--- src/rtl/debounce_sync.sv ---
// Synchronises and debounces a raw asynchronous level, producing a clean q plus rise/fall pulses.
// Optional push-on/push-off output tog is enabled by defining DEBOUNCE_TOGGLE_EN.
module debounce_sync #(
  parameter int SYNC_STAGES   = 2,
  parameter int STABLE_CYCLES = 4,
  parameter int CNT_W         = 8
) (
  input  logic clk,
  input  logic rst,
  input  logic d,
  output logic q,
  output logic qbar,
  output logic rise,
  output logic fall,
  output logic busy
`ifdef DEBOUNCE_TOGGLE_EN
  ,
  output logic tog
`endif
);

  typedef enum logic [1:0] {
    IDLE_LOW   = 2'd0,
    CHECK_HIGH = 2'd1,
    IDLE_HIGH  = 2'd2,
    CHECK_LOW  = 2'd3
  } state_t;

  // The counter holds how many consecutive mismatching edges have been seen,
  // so the edge that would bring it to STABLE_CYCLES is the one that flips q.
  localparam logic [CNT_W-1:0] CNT_LAST = CNT_W'(STABLE_CYCLES - 1);
  localparam logic [CNT_W-1:0] CNT_ONE  = CNT_W'(1);
  localparam bit               DIRECT   = (STABLE_CYCLES == 1);

  logic [SYNC_STAGES-1:0] sync_ff;
  logic                   d_s;
  state_t                 state;
  logic [CNT_W-1:0]       cnt;

  always_ff @(posedge clk or posedge rst) begin
    if (rst) begin
      sync_ff <= '0;
    end else begin
      sync_ff <= {sync_ff[SYNC_STAGES-2:0], d};
    end
  end

  assign d_s  = sync_ff[SYNC_STAGES-1];
  assign qbar = ~q;

  always_ff @(posedge clk or posedge rst) begin
    if (rst) begin
      state <= IDLE_LOW;
      cnt   <= '0;
      q     <= 1'b0;
      rise  <= 1'b0;
      fall  <= 1'b0;
      busy  <= 1'b0;
`ifdef DEBOUNCE_TOGGLE_EN
      tog   <= 1'b0;
`endif
    end else begin
      rise <= 1'b0;
      fall <= 1'b0;
      case (state)
        IDLE_LOW: begin
          if (d_s) begin
            if (DIRECT) begin
              state <= IDLE_HIGH;
              q     <= 1'b1;
              rise  <= 1'b1;
`ifdef DEBOUNCE_TOGGLE_EN
              tog   <= ~tog;
`endif
            end else begin
              state <= CHECK_HIGH;
              cnt   <= CNT_ONE;
              busy  <= 1'b1;
            end
          end
        end
        CHECK_HIGH: begin
          if (!d_s) begin
            state <= IDLE_LOW;
            cnt   <= '0;
            busy  <= 1'b0;
          end else if (cnt >= CNT_LAST) begin
            state <= IDLE_HIGH;
            cnt   <= '0;
            busy  <= 1'b0;
            q     <= 1'b1;
            rise  <= 1'b1;
`ifdef DEBOUNCE_TOGGLE_EN
            tog   <= ~tog;
`endif
          end else begin
            cnt <= cnt + CNT_ONE;
          end
        end
        IDLE_HIGH: begin
          if (!d_s) begin
            if (DIRECT) begin
              state <= IDLE_LOW;
              q     <= 1'b0;
              fall  <= 1'b1;
            end else begin
              state <= CHECK_LOW;
              cnt   <= CNT_ONE;
              busy  <= 1'b1;
            end
          end
        end
        CHECK_LOW: begin
          if (d_s) begin
            state <= IDLE_HIGH;
            cnt   <= '0;
            busy  <= 1'b0;
          end else if (cnt >= CNT_LAST) begin
            state <= IDLE_LOW;
            cnt   <= '0;
            busy  <= 1'b0;
            q     <= 1'b0;
            fall  <= 1'b1;
          end else begin
            cnt <= cnt + CNT_ONE;
          end
        end
        default: begin
          state <= IDLE_LOW;
          cnt   <= '0;
          busy  <= 1'b0;
          q     <= 1'b0;
        end
      endcase
    end
  end

endmodule

--- config.mk ---
export PLATFORM = sky130hd
export DESIGN_NAME = debounce_sync
export DESIGN_NICKNAME = d
export VERILOG_FILES = /design/src/rtl/debounce_sync.sv
export SDC_FILE = /design/constraint.sdc
export NUM_CORES = 1
export LEC_CHECK = 0
export BUFFER_PORTS_ARGS = -buffer_cell sky130_fd_sc_hd__clkbuf_2
export CAP_MARGIN = 20
export CELL_PAD_IN_SITES_DETAIL_PLACEMENT = 0
export CELL_PAD_IN_SITES_GLOBAL_PLACEMENT = 1
export CORE_MARGIN = 1
export CORE_UTILIZATION = 38
export DETAILED_ROUTE_END_ITERATION = 8
export PLACE_DENSITY = 0.67
export SLEW_MARGIN = 20
export SYNTH_ARGS = -nofsm -noshare
export SYNTH_HDL_FRONTEND = slang
export SYNTH_SLANG_ARGS = --single-unit
--- constraint.sdc ---
create_clock -name clk -period 1.9 [get_ports clk]
set_clock_uncertainty 0.05 [all_clocks]
set_input_delay 0.38 -clock clk [delete_from_list [all_inputs] [get_ports clk]]
set_output_delay 0.38 -clock clk [all_outputs]
set_load 0.005 [all_outputs]
==> results of run 1 <==
[layout make-up]
| type | instances | area, sq um | share of cell area |
|---|---|---|---|
| Timing Repair Buffer | 9 | 50.0 | 0.0694 |
| Tap cell | 16 | 20.0 | 0.0278 |
| Inverter | 3 | 11.3 | 0.0156 |
| Sequential cell | 16 | 400 | 0.556 |
| Multi-Input combinational cell | 30 | 203 | 0.281 |
| Clock buffer | 4 | 36.3 | 0.0503 |
[through the flow]
stage / util / total power [uW] / cell area (sq um) / hold slack, ns
after global placement: 0.454 / 678 / 684 / 0.285
after floorplan: - / 598 / 614 / 0.244
final: 0.478 / 886 / 721 / 0.0673
after global routing: 0.478 / 953 / 721 / 0.133
after CTS: 0.478 / 899 / 721 / 0.0935
after detailed placement: 0.454 / 678 / 684 / 0.291
[sequential cells by signal (all words and copies together) (netlist names), named ones only]
signal,flops
q,1
busy,1
sync_ff,2
fall,1
rise,1
state,1
cnt,8
[power groups by stage]
stage | clock (uW) | combinational, uW | sequential (uW)
global placement | 0 | 218 | 460
detailed placement | 0 | 219 | 459
global route | 237 | 254 | 463
CTS | 224 | 222 | 453
floorplan | 0 | 149 | 449
finish | 218 | 216 | 452
[worst max-delay path by stage]
| stage | start | end | slack, ns | depth (start not counted) |
|---|---|---|---|---|
| 6_report | cnt[0] | flop | 0.09 | 4 |
| 4_1_cts | cnt[0] | flop | 0.08 | 4 |
| 2_1_floorplan | cnt[0] | flop | 0.1 | 4 |
| 3_3_place_gp | cnt[0] | flop | 0.11 | 4 |
| 3_5_place_dp | cnt[0] | flop | 0.09 | 4 |
| 5_1_grt | cnt[0] | flop | 0.002 | 4 |
[placed cells by master (no fill, tap or decap), types with 2 or more instances in the layout]
cell type,count
clkbuf_4,3
dfrtp_1,16
clkbuf_2,7
nand2_1,2
a21oi_1,2
inv_1,3
buf_4,2
and2_1,7
nor2_1,2
[worst max-delay path, cell delays in order, from the launching register on]
cell	delay [ns]
dfrtp_1	0.41
ha_1	0.22
or4_4	0.54
o21ai_2	0.17
mux2_1	0.33
[per-layer routing]
layer,vias up,routed length (um),global-route usage
li1,197,-,-
met1,168,483,0.177
met2,7,387,0.182
met3,0,32,0.0647
met4,0,0,0.0375
met5,-,0,0
[kinds of logic (layout without fill, tap and decap cells)]
group | Yosys count | count (layout) | share of synthesized area
and+or+nand+nor | 19 | 19 | 0.189
xor gates and xnor gates | 1 | 1 | 0.0143
AOI/OAI and AO/OA | 8 | 8 | 0.0876
DFF | 16 | 16 | 0.652
buffers and inverters | 3 | 16 | 0.0183
muxes | 1 | 1 | 0.0183
adders and majority gates | 1 | 1 | 0.0204
==> out/results.tsv, run 1 <==
metric	value	unit
status	completed	
crit_fanout	3	
r2r_setup_slack	0.09	ns
ys_top_cells_by_count	dfrtp_1 (16), and2_1 (7), inv_1 (3)	
gp_congestion	0.771	
holdCritPathClass	input pin to async pin	
synth-edff-count	0	
syn_nets	53	
pwr-share-seq	0.511	
insertion_delay	0.28	ns
syn_area	614	sq um
cts_max_level	1	
cts_hold_buf	0	
synth_top_area_cell	dfrtp_1	
worst_slack	0.0948	ns
initial_core_util	0.408	
power_switching	260	uW
root_buffer	clkbuf_4	
synth.distinct_cells	23	
max_cap_violations	0	
p_clk_frac	0.246	
drc	0	
clk_pin_slew	0.09	ns
avgViaCountPerCell	4.77	
slew_viol_final	0	
min_period_over_period	0.950	
vias	372	
powerDensity	1230	nW/um^2
nNetsFinal	67	
async_flop_share	1.00	
irDropWorstVdd	0.628	mV
cp-start-kind	flop	
clk_path_buf_depth	2	
die-area	1780	sq um
tns	0	ns
fmax	554	MHz
fillers	144	
ys_ff_latch	16	
grt_max_degree	17	
intPower	627	uW
cts.sinks	16	
worstSetupPathType	flop to flop	
drt_iter0_markers	3	
synth_area_leaders	dfrtp_1 (65%), and2_1 (7.1%), ha_1 (2.0%), inv_1 (1.8%), mux2_1 (1.8%)	
io_buffers	7	
synth_cells	49	
drive_above_1_share	0.242	
synth_most_common_cell	dfrtp_1	
fin_cells	78	
areaGrowthSynthToFinish	17.3	%
ys.flop_type	dfrtp_1	
ant_nets	0	
cts_inserted_buffers	3	
grt_pass1_wl	1660	um
die_h	42.2	um
overflow	0	
dieWidth	42.2	um
routedWlPerCell	11.6	um
wirelength	903	um
hold_violations	0	
critPathCaptureType	flop	
io_pins	8	
antennaDiodeCount	0	
dp_slack	0.0898	ns
grt_pass1_vias	390	
crit_arrival	1.93	ns
seq_area_frac_synth	0.652	
grtUsageTotal	0.129	
postCtsSetupRepairBufs	0	
worst_slew_pin_slew	0.570	ns
slew_headroom	0.620	
rsz0062_at_grt	no	
combinationalPowerShare	0.244	
setup_viol	0	
yosysWarningCount	0	
required	2.03	ns
power_leakage	0.000368	uW
avgSynthCellArea	12.5	sq um
cts_tree	yes	
cts_resized	0	
place_inst	74	
netlist.area_leader.share	0.652	
rows	14	
reg2reg_depth	4	
drtPass1Iterations	4	
rr_startpoint	cnt[0]	
core_area	1510	sq um
period_needed	1.81	ns
swShare	0.293	
antenna_found_initial	0	
(Power assumes the default switching activity.)
==> inputs of run 2 (changes only) <==
--- a/config.mk
+++ b/config.mk
@@ -10,9 +10,9 @@
 export CELL_PAD_IN_SITES_DETAIL_PLACEMENT = 0
 export CELL_PAD_IN_SITES_GLOBAL_PLACEMENT = 1
 export CORE_MARGIN = 1
-export CORE_UTILIZATION = 38
+export CORE_UTILIZATION = 42
 export DETAILED_ROUTE_END_ITERATION = 8
-export PLACE_DENSITY = 0.67
+export PLACE_DENSITY = 0.71
 export SLEW_MARGIN = 20
 export SYNTH_ARGS = -nofsm -noshare
 export SYNTH_HDL_FRONTEND = slang
==> constraint.sdc (replaced) <==
create_clock -name clk -period 1.95 [get_ports clk]
set_clock_uncertainty 0.05 [all_clocks]
set_input_delay 0.39 -clock clk [delete_from_list [all_inputs] [get_ports clk]]
set_output_delay 0.39 -clock clk [all_outputs]
set_load 0.005 [all_outputs]
==> out/results.tsv, run 2 (synthesis results as in run 1) <==
metric	value	unit	change
fin_cells	76		-2.6%
power_leakage	0.000363	uW	-1.3%
areaGrowthSynthToFinish	15.9	%	
max_cap_violations	0		unchanged
nNetsFinal	66		-1.5%
gp_congestion	0.751		-2.6%
crit_chain	ha_1 > or4_4 > o21ai_2 > mux2_1		
layout_common_cells	dfrtp_1 (16), and2_1 (7), clkbuf_2 (7)		
clk_path_buf_depth	2		unchanged
multiInputGateArea	203	sq um	unchanged
grtUsageTotal	0.156		+0.0263
avgViaCountPerCell	5.32		+11%
die-area	1620	sq um	-9.1%
drt_iter0_markers	5		+2
grt_pass1_wl	1670	um	+0.42%
final_util	0.534		+0.0554
routedWlPerCell	13.0	um	+12%
fillers	129		-10%
worst_slack	0.127	ns	+0.0321 ns
wirelength	985	um	+9.1%
io_pins	8		unchanged
fmax	549	MHz	-0.98%
worstSetupPathType	flop to flop		
cts_max_level	1		unchanged
reg.largest.list	cnt x8, sync_ff x2		
dp_slack	0.123	ns	+0.0331 ns
critPathCaptureType	flop		
drive_above_1_share	0.230		-0.0124
hold_violations	0		unchanged
required	2.07	ns	+0.04 ns
whs	0.0890	ns	+0.0216 ns
r2r_setup_slack	0.13	ns	+0.03 ns
drc	0		unchanged
vias	404		+8.6%
cp-start-kind	flop		
met1_usage	0.213		+0.0356
overflow	0		unchanged
irDropWorstVdd	0.490	mV	-22%
slew_viol_final	0		unchanged
path_depth	4		unchanged
top_register	cnt		
place_inst	72		-2.7%
ant_nets	0		unchanged
rr_startpoint	cnt[0]		
holdCritPathClass	input pin to async pin		
final_common_cell	dfrtp_1		
grtUsageMet3	0.0333		-0.0313
cts.sinks	16		unchanged
dieWidth	40.2	um	-4.6%
crit_buf_inv	0		unchanged
max_stage_delay	0.54	ns	about the same
die_h	40.2	um	-4.6%
rows	13		-1
grt_pass1_vias	387		-0.77%
antenna_found_initial	0		unchanged
rsz0062_at_grt	no		
crit_path_top_delay_cell	or4_4		
antennaDiodeCount	0		unchanged
grt_max_degree	17		unchanged
powerDensity	1200	nW/um^2	-2.7%
cts_hold_buf	0		unchanged
largest_register_ffs	8		unchanged
insertion_delay	0.28	ns	about the same
period_needed	1.82	ns	+0.0179 ns
root_buffer	clkbuf_4		
min_period_over_period	0.935		-0.0152
crit_arrival	1.94	ns	about the same
postCtsSetupRepairBufs	0		unchanged
core_area	1330	sq um	-11%
cts_tree	yes		
io_buffers	7		unchanged
initial_core_util	0.461		+0.0528
status	completed		
slew_headroom	0.608		-0.0122
clk_pin_slew	0.10	ns	about the same
crit_fanout	3		unchanged
worst_slew_pin_slew	0.588	ns	+0.0182 ns
drtPass1Iterations	4		unchanged
reg2reg_depth	4		unchanged
met2_usage	0.258		+0.0765
cpLargestDelayFamily	simple AND/OR/NAND/NOR gates		
hpwl	757	um	
final-seq-area	400	sq um	unchanged
cts_inserted_buffers	3		unchanged
tns	0	ns	unchanged
setup_viol	0		unchanged
cts_resized	0		unchanged
grt_busiest_layer	met2		
==> run 2: cell count changes in the layout (fill, tap and decap cells not counted) <==
| cell | previous run | this run |
|---|---|---|
| buf_4 | 2 | 1 |
==> run 2: how the worst max path moves through the flow <==
stage,startpoint,endpoint,slack [ns]
after global routing,cnt[0],flop,0.05
after floorplan,cnt[0],flop,0.15
after detailed placement,cnt[0],flop,0.12
final,cnt[0],flop,0.13
after global placement,cnt[0],flop,0.16
after CTS,cnt[0],flop,0.11
==> run 2: power breakdown <==
group	switching [uW]	total (uW)	internal, uW
sequential	55.7	442	386
combinational	95.8	193	97.5
clock	103	217	113
total	255	852	597
==> run 2: final cells by class <==
type | count | share of cell area
clock buffers | 4 | 0.0510
inverters | 3 | 0.0158
multi-input cells | 30 | 0.285
flip-flops and latches | 16 | 0.562
well taps | 15 | 0.0264
repair buffers | 8 | 0.0598
==> run 2: worst reg2reg max path: cells and delay by family (launching register included) <==
kind	cells	cell delay [ns]
AO/OA/AOI/OAI	1	0.17
adder cells (fa/ha/maj)	1	0.22
flip-flops	1	0.41
multiplexers	1	0.33
AND/OR/NAND/NOR	1	0.54
==> run 2: metrics by stage <==
step                area (sq um)  total power [uW]
global route                 712               916
detailed placement           676               645
finish                       712               852
global placement             676               633
CTS                          712               860
floorplan                    614               583
==> run 2: layer usage <==
metal / vias up / wire length [um]
met4: 0 / 0
met5: - / 0
met3: 0 / 32
met1: 205 / 460
met2: 6 / 492
li1: 193 / -
